--- config.mk ---
export PLATFORM = sky130hd
export DESIGN_NAME = proc_gen
export DESIGN_NICKNAME = d
export VERILOG_FILES = /design/src/rtl/proc_gen.sv
export SDC_FILE = /design/constraint.sdc
export NUM_CORES = 1
export LEC_CHECK = 0
export CAP_MARGIN = 20
export CORE_ASPECT_RATIO = 1.1
export CORE_MARGIN = 5
export CORE_UTILIZATION = 60
export DETAILED_ROUTE_END_ITERATION = 16
export PLACE_DENSITY = 0.87
export SLEW_MARGIN = 20
export SYNTH_ARGS = -nofsm -noshare
export SYNTH_HDL_FRONTEND = slang
export SYNTH_SLANG_ARGS = --single-unit
--- constraint.sdc ---
create_clock -name Clock -period 5.61 [get_ports Clock]
set_input_delay 1.4025 -clock Clock [delete_from_list [all_inputs] [get_ports Clock]]
set_output_delay 1.4025 -clock Clock [all_outputs]
set_load 0.02 [all_outputs]
--- src/rtl/proc_gen.sv ---
// Multi-cycle processor with eight registers, accumulator A and result G.
// Each instruction is sequenced by a 2-bit step counter over one shared bus.
module proc_gen #(
  parameter int W = 16
) (
  input  logic         Clock,
  input  logic         Resetn,
  input  logic [W-1:0] DIN,
  input  logic         Run,
  output logic         Done,
  output logic [W-1:0] BusWires
);

  typedef enum logic [1:0] {T0 = 2'd0, T1 = 2'd1, T2 = 2'd2, T3 = 2'd3} step_t;

  localparam logic [2:0] OP_MV   = 3'b000;
  localparam logic [2:0] OP_MVI  = 3'b001;
  localparam logic [2:0] OP_ADD  = 3'b010;
  localparam logic [2:0] OP_SUB  = 3'b011;
  localparam logic [2:0] OP_AND  = 3'b100;
  localparam logic [2:0] OP_OR   = 3'b101;
  localparam logic [2:0] OP_XOR  = 3'b110;
  localparam logic [2:0] OP_MVNZ = 3'b111;

  step_t        r_step;
  logic [8:0]   r_ir;
  logic [W-1:0] r_a;
  logic [W-1:0] r_g;
  logic         r_z;
  logic [W-1:0] r_reg [8];

  logic [2:0]   w_op;
  logic [2:0]   w_x;
  logic [2:0]   w_y;
  logic         w_alu;
  logic [W-1:0] w_alu_res;
  logic [W-1:0] w_bus;
  logic         w_done;

  function automatic logic [W-1:0] f_alu(input logic [2:0] op,
                                          input logic [W-1:0] a,
                                          input logic [W-1:0] b);
    case (op)
      OP_ADD:  f_alu = a + b;
      OP_SUB:  f_alu = a - b;
      OP_AND:  f_alu = a & b;
      OP_OR:   f_alu = a | b;
      OP_XOR:  f_alu = a ^ b;
      default: f_alu = {W{1'b0}};
    endcase
  endfunction

  assign w_op      = r_ir[8:6];
  assign w_x       = r_ir[5:3];
  assign w_y       = r_ir[2:0];
  assign w_alu     = (w_op != OP_MV) && (w_op != OP_MVI) && (w_op != OP_MVNZ);
  assign w_alu_res = f_alu(w_op, r_a, w_bus);

  // Bus source select; steps that do not use the bus drive zero.
  always_comb begin
    w_bus = {W{1'b0}};
    case (r_step)
      T0: w_bus = DIN;
      T1: begin
        case (w_op)
          OP_MV, OP_MVNZ: w_bus = r_reg[w_y];
          OP_MVI:         w_bus = DIN;
          default:        w_bus = r_reg[w_x];
        endcase
      end
      T2: begin
        if (w_alu) w_bus = r_reg[w_y];
        else       w_bus = {W{1'b0}};
      end
      T3: begin
        if (w_alu) w_bus = r_g;
        else       w_bus = {W{1'b0}};
      end
      default: w_bus = {W{1'b0}};
    endcase
  end

  // Done marks the last step: T1 for moves, T3 for ALU ops.
  always_comb begin
    w_done = 1'b0;
    case (r_step)
      T1:      w_done = !w_alu;
      T3:      w_done = w_alu;
      default: w_done = 1'b0;
    endcase
  end

  assign BusWires = w_bus;
  assign Done     = w_done;

  // Step sequencer and all architectural state.
  always_ff @(posedge Clock or negedge Resetn) begin
    if (!Resetn) begin
      r_step <= T0;
      r_ir   <= 9'd0;
      r_a    <= {W{1'b0}};
      r_g    <= {W{1'b0}};
      r_z    <= 1'b1;
      for (int i = 0; i < 8; i++) r_reg[i] <= {W{1'b0}};
    end else begin
      case (r_step)
        T0: begin
          if (Run) begin
            r_ir   <= DIN[8:0];
            r_step <= T1;
          end
        end
        T1: begin
          case (w_op)
            OP_MV, OP_MVI: begin
              r_reg[w_x] <= w_bus;
              r_step     <= T0;
            end
            OP_MVNZ: begin
              if (!r_z) r_reg[w_x] <= w_bus;
              r_step <= T0;
            end
            default: begin
              r_a    <= w_bus;
              r_step <= T2;
            end
          endcase
        end
        T2: begin
          if (w_alu) begin
            r_g    <= w_alu_res;
            r_z    <= (w_alu_res == {W{1'b0}});
            r_step <= T3;
          end else begin
            r_step <= T0;
          end
        end
        T3: begin
          if (w_alu) r_reg[w_x] <= w_bus;
          r_step <= T0;
        end
        default: r_step <= T0;
      endcase
    end
  end

endmodule

* Word-level counts from Yosys, hierarchy flattened
Index checks and enable logic that the tools add are counted.
** Storage, ports and cells
- Output and inout port bits :: 17
- Register bits :: 172
** Operators by class
- Reduce and logical (&&, ||, !) cells :: 16
- Equality and inequality tests :: 16
- Add/subtract/negate cells :: 2
- Mux-type cells :: 23
- $lt $le $gt $ge :: 3
- Bitwise logic cells :: 6
** Operators by type and width (count)
- 128-bit one-hot mux with 2 select lines :: 2
- 128-bit two-way mux :: 2
- 128-bit bitwise mux :: 1
- 16-bit two-way mux :: 7
- 16-bit binary-select mux with 3-bit select :: 2
- 16-bit one-hot mux with 5 select lines :: 1
- 16-bit one-hot mux with 4 select lines :: 1
- 16-bit demux with 3-bit select :: 1
- 16-bit one-hot mux with 2 select lines :: 1
- 16-bit adder :: 1
- 16-bit bitwise AND :: 1
- 16-bit zero test :: 1
- 16-bit OR :: 1
- 16-bit subtractor :: 1
- 16-bit XOR :: 1
- 3-bit equality test (second input constant) :: 4
- 4-bit >= comparator (second input constant) :: 2
- 3-bit NOT with 4-bit output :: 2
- 2-bit one-hot mux with 4 select lines :: 1
- 3-bit by 2-bit equality test with 1-bit output (second input constant) :: 2
- 2-bit two-way mux :: 3
- 3-bit != test (second input constant) :: 2
- 2-bit AND reduction :: 3
- 2-bit equality test (second input constant) :: 2
- 17 further kinds :: 21

* Logic depth before layout (Yosys ltp)
Gate-level depths: netlist of the first run.
- Depth after elaboration :: 10
- Depth in mapped cells :: 23

* Least setup slack after synthesis of the first run
No wires, ideal clock.
- Path type :: input to register
- Start point :: input DIN[1]
- End point :: register r_z
- Library setup time :: 0.080 ns
- Arrival time :: 4.788 ns
- Cell stages on the path :: 17
- Slack :: 0.743 ns
- Cell sequence :: a22oi_1 -> o211a_1 -> clkbuf_1 -> ha_1 -> and3_1 -> nor2_1 -> xnor2_1 -> ha_1 -> a21o_1 -> a21o_1 -> or3_1 -> a211o_1 -> a31oi_1 -> xnor2_1 -> nor4_1 -> nor3_2 -> a32o_1
** Between the ends
- Cells in the longest elaborated chain, start to end :: 5
- Elaborated cells on any way between the ends :: 9
- Classes of those cells :: 2 x add/sub; 3 x mux; 3 x bitwise; 1 x reduce/logical
** Ends and longest elaborated chain
- start, declared :: RTL line 8 : input logic [W-1:0] DIN,
- 16-bit one-hot mux with 2 select lines :: RTL line 65 : case (w_op)
- 16-bit one-hot mux with 4 select lines (*) :: RTL line 62 : case (r_step)
- 16-bit subtractor, or another cell as far along :: RTL line 45 : OP_SUB: f_alu = a - b;
- 16-bit one-hot mux with 5 select lines (*) :: RTL line 43 : case (op)
- 16-bit zero test (*) :: RTL line 132 : r_z <= (w_alu_res == {W{1'b0}});
- end signal, assigned :: RTL line 132
- end, declared :: RTL line 29 : logic r_z;
Every way passes the cells marked *; elsewhere a longest branch is shown, timed or not.
A chain may end at the register's enable or synchronous reset.

* Worst setup path in the final report of the first run
- Start point :: register r_ir[0]
- End point :: register r_z
** Between the ends
- Cells in the longest elaborated chain, start to end :: 9
- Elaborated cells on any way between the ends :: 14
- Classes of those cells :: 2 x add/sub; 7 x mux; 4 x bitwise; 1 x reduce/logical
** Ends and longest elaborated chain
- start, declared :: RTL line 26 : logic [8:0] r_ir;
- start signal, assigned :: RTL line 109 : r_ir <= DIN[8:0];
- 3-bit NOT with 4-bit output (implied by the code) (*) :: RTL line 66, 72
- 16-bit binary-select mux with 3-bit select (*) :: RTL line 66, 72
- 16-bit two-way mux (implied by the code) (*) (2 in a row) :: RTL line 66, 72
- 16-bit one-hot mux with 2 select lines or 16-bit two-way mux (tied branches) :: RTL line 65, 72
- 16-bit one-hot mux with 4 select lines (*) :: RTL line 62
- 16-bit subtractor, or another cell as far along :: RTL line 45
- 16-bit one-hot mux with 5 select lines (*) :: RTL line 43
- 16-bit zero test (*) :: RTL line 132
Every way passes the cells marked *; elsewhere a longest branch is shown, timed or not. The select of a mux whose other input is x is not followed.

==> impl_metrics.toml, run 1 <==
[outcome]
status = "finished, final reports clean"

[critical_path]
endpoint_kind = "flop"
reg2reg_from = "r_ir[0]"
start_kind = "flop"
reg2reg_to = "r_z"
r2r_slack_ns = 0.20
required_ns = 5.97
critical_path.max_fanout = 20
path_class = "flop to flop"
r2r_cells = 18
arrival_ns = 5.78

[placed_design]
hpwl_mm = 21.58
place_congestion = 1.007
io_buffer_count = 35

[logic_synthesis]
ys_top_cells_by_area = "dfrtp_1, mux4_2, ha_1"
ys_warn_count = 0
synth-edff-count = 0
yosysSeqAreaShare = 0.4020
yosysTopAreaCell = "dfrtp_1"
synth.cell_area_sq_mm = 0.01071
dominantRegCellSynth = "dfrtp_1"
synthCells = 1106
synth.top_cell.area_share = 0.3996
ys_types = 73
ys_async_sr_fraction = 1.000
synthesis.area_per_instance_sq_um = 9.683
ys_seq_elements = 172
syn_nets = 1174

[grt]
grt_pass1_vias = 9244
grt_usage = 0.3165
grt_max_degree = 106
grt_pass1_wl_mm = 49.96
gr-total-overflow = 0
antenna_found_initial = 0

[clock_tree]
clk_latency_ns = 0.44
cts.path.max_buffers = 2
cts_tree = "built"
holdBufCountCts = 0
cts_htree_levels = 4
ctsResizeCount = 0
cts_sinks = 172
post_cts_buffers = 0
cts.clk_slew.worst_paths_ns = 0.07
cts_buffers = 17
cts_root_buf = "clkbuf_16"

[route]
wl_per_cell_um = 22.97
drt_wl_total_mm = 31.65
firstDrtPassIters = 7
drc = 0
drt_iter0_markers = 1164
vias = 9376
postRouteAntennaNets = 0
vias_per_cell = 6.804

[sta]
rsz0062_at_grt = "no"
fin_crit_ns = 5.414
tightest_slew_ns = 1.018
relSlewSlack = 0.3213
fin_setup_tns_ns = 0
hold_viol_final = 0
period_share = 0.9650
finalMaxSlewViolations = 0
finalSetupViolations = 0
finClkSkew_ns = 0.01072
max_freq_mhz = 184.7

[cells_and_area]
fillers = 1228
antennaDiodeCount = 0
area_delta_synth_final_pct = 11.79
multi_input_area_sq_mm = 0.005856
regArea_sq_mm = 0.004310
layout-drive-gt1-share = 0.1605
largest_reg_flops = 128
final_util = 0.6797
nets = 1196

[floorplanning]
die_h_um = 150.1
design.portCount = 36
core-area_sq_mm = 0.01761
die_w_um = 137.4
row_count = 51
die_area_sq_mm = 0.02062
initial_core_util = 0.6081

[hold_path]
min_path_type = "flop to flop"
hold_depth = 2
holdPathEnd = "r_reg[32]"
hold_path_startpoint = "r_reg[32]"

[run]
drv_cap = 0
## stage by stage
stage | worst slack (ns) | std cells | hold WS (ns) | instance area [sq um]
floorplan | 0.7428 | 1106 | 0.4580 | 10710
global placement | 0.2062 | 1347 | 0.4755 | 11390
detailed placement | 0.1048 | 1347 | 0.4839 | 11400
CTS | 0.2659 | 1378 | 0.4986 | 11970
global route | 0.02055 | 1378 | 0.5177 | 11970
finish | 0.1963 | 1378 | 0.5084 | 11970
## cell usage in the layout, fill, tap and decap left out, drive strengths merged, types with 4 or more instances in the layout
cell,n
a21oi,106
nand2,109
o22a,4
a22oi,8
and4,4
or3,6
nor4,4
a221oi,5
nand3,7
dfrtp,171
mux2,24
o22ai,24
or2,8
o211a,8
clkbuf,19
mux4,42
nand2b,14
o221ai,4
and2,8
ha,48
nor2b,7
clkdlybuf4s50,34
a211oi,13
o21ai,94
nor2,108
and3,11
clkinv,6
xnor2,19
a22o,7
buf,57
inv,42
a21o,13
mux2i,38
nor3,14
xor2,5
## worst max path at each step
stage,start,endpoint,slack [ns],cells past startpoint
6_report,r_ir[0],r_z,0.20,18
3_5_place_dp,DIN[3],r_z,0.10,17
4_1_cts,r_ir[3],r_z,0.27,19
2_1_floorplan,DIN[1],r_z,0.74,17
3_3_place_gp,DIN[2],r_z,0.21,18
5_1_grt,r_ir[0],r_z,0.02,18
## worst max-delay path: stages (launching register included)
cell and delay, ns:
dfrtp_2 0.73, buf_12 0.27, mux4_2 0.53, mux2i_1 0.31, o2111ai_1 0.27, nor4_1 0.59
and2_1 0.26, nand2_1 0.07, o21ai_0 0.29, xnor2_1 0.16, ha_1 0.30, a21oi_1 0.24
nor2b_1 0.08, a211o_1 0.26, a31oi_1 0.18, xnor2_1 0.13, nor4_1 0.32, nor3_2 0.10
a32o_1 0.23
## routing by layer
metal / share of wire / track usage
met4: 0.066 / 0.1861
met1: 0.36 / 0.3966
met2: 0.47 / 0.5034
met5: 0 / 0
met3: 0.10 / 0.07019
## synth_stat cells (all sizes together) (4+ instances only)
cell type	instances
xnor2	19
nand2	109
mux2i	38
nand2b	14
mux2	24
a211oi	13
nor3	14
clkbuf	54
o21ai	94
a21o	13
a221oi	5
dfrtp	171
a22oi	8
o221ai	4
o22ai	24
o22a	4
nor2	108
or3	6
buf	34
and4	4
ha	48
o211a	8
mux4	42
a21oi	106
xor2	5
nor2b	7
nand3	7
and2	8
or2	8
and3	11
inv	37
a22o	7
nor4	4
## layout make-up
class	count	share of cell area
inverter	38	0.01191
timing repair buffer	91	0.06658
clock inverter	12	0.01129
multi-input combinational	808	0.4891
sequential	172	0.3601
clock buffer	19	0.03616
tap	238	0.02487
## kinds of logic (layout without fill, tap and decap cells)
group / Yosys count / after routing / share of synthesized area
flip-flops: 172 / 172 / 0.4020
AO/OA/AOI/OAI: 317 / 317 / 0.1828
multiplexers: 104 / 104 / 0.1491
buffers and inverters: 126 / 160 / 0.05304
adder cells (fa/ha/maj): 49 / 49 / 0.05795
AND/OR/NAND/NOR: 314 / 314 / 0.1354
XOR/XNOR: 24 / 24 / 0.01963
Power of run 1 is left out: the tool's default activity adds up to more than one toggle a clock period on the data nets, which glitch-free logic cannot reach.
==> run 2: changes to the inputs <==
SKIP_LAST_GASP = 1   (was default)
clock period = 5.3 ns   (was 5.61 ns; I/O delays follow)
==> run 2 against run 1 <==
  * Fmax grew 7.2%
  * Non-clock buffer count grew 13
  * First-iteration DRC count grew 7.5%
  * Critical path depth grew 1
  * Count of clock-buffer cells in the layout grew 2
  * Routed wire length is essentially flat
  * Via count grew 0.64%
==> impl_metrics.toml, run 2 (same netlist as run 1, synthesis figures left out) <==
[sta]
finalMaxSlewViolations = 0
tightest_slew_ns = 1.133
relSlewSlack = 0.2408
timing.hold.ws_ns = 0.5034
fin_crit_ns = 5.048
rsz0062_at_grt = "no"
period_share = 0.9525
finClkSkew_ns = 0.007979
hold_viol_final = 0
max_freq_mhz = 198.1
finalSetupViolations = 0

[critical_path]
path_cells = "inv_1, a211oi_1, o221ai_1, o211a_1, and3_1, and4_1, and3_1, nor2_1, xnor2_1, ha_1, a21o_1, a21o_1, or3_1, a211o_1, a31oi_1, xnor2_1, nor4_1, nor3_2, a32o_1"
arrival_ns = 5.41
required_ns = 5.66
worst-path-buf-inv = 1
slowest_delay_ns = 0.65
critical_path.max_fanout = 9
start_kind = "flop"
path_class = "flop to flop"
crit_slowest_cell = "dfrtp_1"
endpoint_kind = "flop"
cp_top_family = "compound AO/OA/AOI/OAI gates"

[route]
postRouteAntennaNets = 0
wl_per_cell_um = 22.77
drt_wl_total_mm = 31.67
drt_iter0_markers = 1251
firstDrtPassIters = 8
vias = 9436
vias_per_cell = 6.784
drc = 0

[grt]
grt_max_degree = 102
grt_pass1_wl_mm = 50.32
grt_usage = 0.3183
antenna_found_initial = 0
grt_pass1_vias = 9422
gr-total-overflow = 0

[clock_tree]
cts_sinks = 172
cts_tree = "built"
cts.clk_slew.worst_paths_ns = 0.07
clk_latency_ns = 0.44
post_cts_buffers = 0
cts.path.max_buffers = 2
cts_buffers = 17
cts_htree_levels = 4
holdBufCountCts = 0
cts_root_buf = "clkbuf_16"

[placed_design]
place_congestion = 1.005
hpwl_mm = 21.87
io_buffer_count = 35

[cells_and_area]
final_common_cell = "dfrtp_1"
largest_reg_flops = 128
area_delta_synth_final_pct = 13.40
layout-drive-gt1-share = 0.1726
antennaDiodeCount = 0
layout_common_cells = "dfrtp_1, nand2_1, a21oi_1"
fillers = 1201
nets = 1209

[floorplanning]
die_area_sq_mm = 0.02062
core-area_sq_mm = 0.01761
design.portCount = 36
initial_core_util = 0.6081
die_w_um = 137.4
row_count = 51
die_h_um = 150.1

[run]
drv_cap = 0

[outcome]
status = "finished, final reports clean"

[hold_path]
min_path_type = "flop to flop"
-- run 2: cell types whose count changed in the layout (fill, tap and decap cells not counted), sizes merged --
| cell | previous run | this run |
|---|---|---|
| clkbuf | 19 | 21 |
| buf | 57 | 70 |
| clkinvlp | 0 | 3 |
| clkinv | 6 | 1 |
-- run 2: per-layer routing --
metal  up-vias  GRT usage  wire length (um)
met1      4570     0.3975             11170
met3       147    0.06016              3427
met2       657     0.5208             15440
li1       4062          -                 -
met4         0     0.1761              1635
met5         -          0                 0
-- run 2: area by class of cell --
class                           instances  area, sq um  share of cell area
Tap cell                              238        297.8             0.02452
Multi-Input combinational cell        808         5866              0.4830
Sequential cell                       172         4314              0.3552
Inverter                               38        142.6             0.01175
Timing Repair Buffer                  104        932.1             0.07676
Clock inverter                         10        131.4             0.01082
Clock buffer                           21        460.4             0.03791
-- run 2: what timing repair did --
| action | 4_1_cts | 5_1_grt |
|---|---|---|
| endpoints found under the setup margin | 0 | 3 |
| resized for setup | 0 | 6 |
| hold endpoints to repair | 0 | 0 |
-- run 2: worst reg2reg max path: cells and delay by family, from the launching register on --
kind,cells,cell delay (ns)
adders and majority gates,1,0.26
and+or+nand+nor,7,1.50
buffers and inverters,1,0.35
AOI/OAI and AO/OA,8,1.94
xor gates and xnor gates,2,0.25
DFF,1,0.65
-- run 2: final timing paths --
check / end / slack (ns) / from / cells after the start
max: r_z / 0.25 / r_ir[3] / 19
min: r_reg[27] / 0.50 / r_reg[27] / 2
max reg2reg: r_z / 0.25 / r_ir[3] / 19
min reg2reg: r_reg[27] / 0.50 / r_reg[27] / 2
max in group asynchronous: r_reg[121] / 3.39 / Resetn / 2
min in group asynchronous: r_g[3] / 0.99 / Resetn / 1
-- run 2: through the flow --
step                cell area [sq um]    util  cells  setup TNS [ns]  setup slack [ns]
detailed placement              11530  0.6547   1360       -0.008513         -0.008513
CTS                             12120  0.6883   1391               0            0.1957
finish                          12140  0.6895   1391               0            0.2520
floorplan                       10710       -   1106               0            0.5103
global route                    12140  0.6895   1391               0           0.01954
global placement                11530  0.6547   1360               0            0.1180
Power of run 2 is left out for the same reason.
